==> config.mk <==
export PLATFORM = sky130hd
export DESIGN_NAME = mlp_mul_rr_arbiter
export DESIGN_NICKNAME = d
export VERILOG_FILES = /design/src/rtl/mlp_mul_rr_arbiter.sv
export SDC_FILE = /design/constraint.sdc
export NUM_CORES = 1
export LEC_CHECK = 0
export ABC_AREA = 1
export CELL_PAD_IN_SITES_DETAIL_PLACEMENT = 1
export CELL_PAD_IN_SITES_GLOBAL_PLACEMENT = 1
export CORE_MARGIN = 3
export CORE_UTILIZATION = 17
export CTS_CLUSTER_DIAMETER = 50
export DETAILED_ROUTE_END_ITERATION = 8
export GPL_ROUTABILITY_DRIVEN = 0
export PLACE_DENSITY = 0.76
export SETUP_SLACK_MARGIN = 0.4
export SKIP_LAST_GASP = 1
export SLEW_MARGIN = 5
export SYNTH_ARGS = -nofsm -noshare
export SYNTH_HDL_FRONTEND = slang
export SYNTH_SLANG_ARGS = --single-unit
==> constraint.sdc <==
create_clock -name clk -period 2.7 [get_ports clk]
set_clock_uncertainty 0.1 [all_clocks]
set_input_delay 0.81 -clock clk [delete_from_list [all_inputs] [get_ports clk]]
set_output_delay 0.81 -clock clk [all_outputs]
set_load 0.1 [all_outputs]
==> src/rtl/mlp_mul_rr_arbiter.sv <==
// mlp_mul_rr_arbiter: round-robin sharing of one pipelined multiplier with a tagged return path.
// Define MLP_MUL_ARB_PERF_EN to add the saturating issue counter (issue_cnt/cnt_clr).
module mlp_mul_rr_arbiter #(
  parameter int NUM_REQ     = 4,
  parameter int DATA_W      = 14,
  parameter int MUL_LATENCY = 3
) (
  input  logic                        clk,
  input  logic                        reset_n,
  input  logic                        hold,
  input  logic [NUM_REQ-1:0]          req_valid,
  output logic [NUM_REQ-1:0]          req_ready,
  input  logic [NUM_REQ*DATA_W-1:0]   req_a,
  input  logic [NUM_REQ*DATA_W-1:0]   req_b,
  output logic [NUM_REQ-1:0]          rsp_valid,
  output logic [DATA_W-1:0]           rsp_data,
  output logic [$clog2(NUM_REQ)-1:0]  rsp_id,
  output logic                        mul_ce,
  output logic [DATA_W-1:0]           mul_din0,
  output logic [DATA_W-1:0]           mul_din1,
  input  logic [DATA_W-1:0]           mul_dout,
  input  logic                        cnt_clr,
  output logic [31:0]                 issue_cnt
);
  localparam int ID_W = $clog2(NUM_REQ);
  logic [ID_W-1:0] ptr, gnt_id, cand, rsp_id_q;
  logic gnt, rsp_fire;
  logic tv [MUL_LATENCY];
  logic [ID_W-1:0] tid [MUL_LATENCY];
  // descending scan so the candidate nearest ptr+1 is written last and wins
  always_comb begin
    gnt = 1'b0;
    gnt_id = '0;
    cand = '0;
    for (int k = NUM_REQ; k >= 1; k--) begin
      cand = ID_W'((int'(ptr) + k) % NUM_REQ);
      if (req_valid[cand]) begin
        gnt = 1'b1;
        gnt_id = cand;
      end
    end
    gnt = gnt & ~hold & reset_n;
  end
  assign mul_ce    = ~hold;
  assign req_ready = gnt ? (NUM_REQ'(1) << gnt_id) : '0;
  assign mul_din0  = gnt ? req_a[int'(gnt_id)*DATA_W +: DATA_W] : '0;
  assign mul_din1  = gnt ? req_b[int'(gnt_id)*DATA_W +: DATA_W] : '0;
  always_ff @(posedge clk or negedge reset_n) begin
    if (!reset_n) begin
      ptr <= ID_W'(NUM_REQ - 1);
      rsp_id_q <= '0;
      for (int i = 0; i < MUL_LATENCY; i++) begin
        tv[i] <= 1'b0;
        tid[i] <= '0;
      end
    end else begin
      ptr <= gnt ? gnt_id : ptr;
      rsp_id_q <= rsp_id;
      if (!hold) begin
        tv[0] <= gnt;
        tid[0] <= gnt_id;
        for (int i = 1; i < MUL_LATENCY; i++) begin
          tv[i] <= tv[i-1];
          tid[i] <= tid[i-1];
        end
      end
    end
  end
  // tag pipe freezes with the multiplier, so the last stage always lines up with mul_dout
  assign rsp_fire  = tv[MUL_LATENCY-1] & ~hold;
  assign rsp_valid = rsp_fire ? (NUM_REQ'(1) << tid[MUL_LATENCY-1]) : '0;
  assign rsp_id    = rsp_fire ? tid[MUL_LATENCY-1] : rsp_id_q;
  assign rsp_data  = mul_dout;
`ifdef MLP_MUL_ARB_PERF_EN
  always_ff @(posedge clk or negedge reset_n) begin
    if (!reset_n) issue_cnt <= '0;
    else if (cnt_clr) issue_cnt <= '0;
    else if (gnt && issue_cnt != '1) issue_cnt <= issue_cnt + 32'd1;
  end
`else
  logic unused_clr;
  assign unused_clr = cnt_clr;
  assign issue_cnt = '0;
`endif
endmodule
==> flow_metrics.tcl <==
set metrics [dict create \
    cts.sinks 13 \
    outcome "finished with violations" \
    num_vias 3634 \
    die_w_um 124 \
    die_y_um 124 \
    min_from "tid[4]" \
    arrival_ps 2560 \
    violations "negative setup slack" \
    die_area_mm2 0.0154 \
    antenna_left 0 \
    path_clk_slew_ps 40 \
    path_class "primary input to primary output" \
    cts.htree.levels 1 \
    maxCapViolations 0 \
    cts_tree "built" \
    timing.hold.ws_ps 402 \
    first_global_vias 3894 \
    final.period_utilization_pct 128 \
    final-max-slew-violation-count 0 \
    clockBufferDepth 2 \
    whs_path_depth 2 \
    crit_path_max_fanout 8 \
    clock_latency_ps 240 \
    io_buffers 157 \
    hold_end "tid[2]" \
    fin_util_pct 46.5 \
    seq_area_frac_synth_pct 13.8 \
    worstPathRequired_ps 1790 \
    setup_violations 32 \
    r2r-start "ptr[0]" \
    numCtsBuffers 3 \
    avgViaCountPerCell 4.65 \
    cp_common_cell "nand2_2" \
    root_buffer "clkbuf_16" \
    slowest_delay_ps 180 \
    drt_pass1_iterations 4 \
    dp_hpwl_um 9210 \
    core_area_mm2 0.0135 \
    io_pins 219 \
    row_count 42 \
    routed_wl_um 14800 \
    wl_per_cell_um 19.0 \
    place_ws_ps -1200 \
    drtIter0Drc 118 \
    synth_seq_cells 13 \
    syn_avg_cell_area_um2 5.72 \
    rsz0062_at_grt "yes" \
    cp_slowest_cell "buf_12" \
    antenna_found_initial 0 \
    yosys_warnings 0 \
    crit_cells 18 \
    startpoint_type "primary input" \
    finalHoldViolCount 0 \
    syn_to_final_growth_pct 164 \
    overflow 0 \
    path_buf_inv 7 \
    syn-instance-count 415 \
    max_freq_mhz 289 \
    cp_top_family "simple AND/OR/NAND/NOR gates" \
    crit_path_cell_trace "buf_2 -> inv_1 -> nand2_1 -> nand3_2 -> nand2_2 -> inv_2 -> nand2_2 -> nand2_2 -> nand2_4 -> buf_12 -> nand2_8 -> buf_12 -> buf_16 -> nand3_1 -> nand2_2 -> nor2_4 -> nor2_4 -> buf_12" \
    end_kind "primary output" \
    fin_area_mm2 0.00625 \
    drive_above_1_share_pct 47.8 \
    syn_area_mm2 0.00237 \
    placed_area_mm2 0.00484 \
    ff2ff_setup_slack_ps 350 \
    fin_ws_ps -766 \
    hold_class "flop to flop" \
    r2r_cells 10 \
    initial_utilization_pct 17.6 \
    layout.nets 740 \
    grt_util_all_layers_pct 17.5 \
    drc_errors 0 \
    r2r-end "tv[2]" \
    synth.distinct_cells 21 \
    n_antenna_cell 0 \
    grt_pass1_wl_um 21100 \
    grt_max_degree 34 \
    finalCriticalPeriod_ps 3470 \
]
## kinds of logic after synthesis
| logic type | Yosys count | share of synthesized area (%) |
|---|---|---|
| flip-flops | 13 | 13.8 |
| AND/OR/NAND/NOR | 290 | 55.8 |
| other | 1 | 0.158 |
| buffers and inverters | 98 | 26.7 |
| AO/OA/AOI/OAI | 13 | 3.48 |
## timing repair
| action | in CTS | in global routing |
|---|---|---|
| endpoints found under the hold margin | 0 | 0 |
| resized for setup | 144 | 64 |
| pin swaps | 28 | 73 |
| setup endpoints to repair | 44 | 41 |
| buffers inserted | 24 | 12 |
| hold buffers | 0 | 0 |
| gates cloned | 12 | 4 |
## worst max-delay path by stage
stage                      start           end  slack (ps)
floorplan           req_valid[3]  req_ready[0]        -680
global placement    req_valid[3]  mul_din1[13]       -1170
detailed placement  req_valid[3]  mul_din1[13]       -1200
CTS                       ptr[0]   mul_din1[7]        -660
global route              ptr[0]  mul_din0[13]        -880
finish              req_valid[2]  mul_din0[12]        -770
## through the flow
stage / TNS [ps] / instances
after floorplan: -15660 / 446
after global placement: -37910 / 725
after global routing: -26670 / 781
after CTS: -20310 / 765
after detailed placement: -39600 / 725
final: -22940 / 781
## Yosys cell counts
cell type | number | area [um^2]
nand3_1 | 59 | 295
nor3_1 | 4 | 20.0
nand2_2 | 4 | 25.0
nand4_1 | 56 | 350
clkbuf_1 | 5 | 18.8
o21ai_0 | 11 | 55.1
inv_1 | 12 | 45.0
dfrtp_1 | 11 | 275
buf_4 | 55 | 413
conb_1 | 1 | 3.75
nand2_1 | 104 | 390
dfstp_2 | 2 | 52.6
a21boi_4 | 1 | 18.8
nand3_2 | 1 | 10.0
inv_4 | 1 | 6.26
buf_2 | 16 | 80.1
clkinv_1 | 1 | 3.75
inv_2 | 3 | 11.3
nor2_1 | 62 | 233
o21ai_2 | 1 | 8.76
buf_6 | 5 | 56.3
## layout make-up
cell class | instances | area [um^2]
tap | 176 | 220
clock buffer | 4 | 78.8
inverter | 17 | 118
multi-input combinational | 335 | 2330
sequential | 13 | 328
timing repair buffer | 236 | 3170
fill | 1530 | 7200
## worst min-delay path, cell delays in order (launching register included)
cell	delay, ps
dfrtp_1	340
nand2_1	50
o21ai_0	60
## per-layer routing
| layer | share of wire (%) | global-route usage [%] | vias to the layer above |
|---|---|---|---|
| met5 | 0 | 0 | - |
| li1 | - | - | 1703 |
| met1 | 39 | 20.7 | 1759 |
| met2 | 53 | 32.9 | 152 |
| met4 | 1.7 | 4.04 | 0 |
| met3 | 5.7 | 2.54 | 20 |
## flip-flops by register name, summed over array words and instances (netlist names)
register / count
tid: 6
tv: 3
ptr: 2
rsp_id_q: 2
## placed cells by master, fill, tap and decap left out, types with 2 or more instances in the layout
cell type	netlist	final
clkdlybuf4s50_1	0	113
buf_12	0	57
nand4_1	56	56
nand2_1	104	51
nor2_4	0	43
nand2_2	4	41
nand3_1	59	36
conb_1	1	32
buf_4	55	28
nand3_2	1	20
nor2_2	0	19
buf_6	5	16
nand2_4	0	13
buf_16	0	12
dfrtp_1	11	11
o21ai_0	11	9
inv_2	3	8
clkbuf_16	0	7
inv_1	12	5
buf_8	0	5
nand3_4	0	4
nand2_8	0	3
nor3_4	0	3
o21ai_4	0	2
inv_12	0	2
dfstp_2	2	2
Power is left out: the tool's default activity adds up to more than one toggle a clock period on the data nets, which glitch-free logic cannot reach.
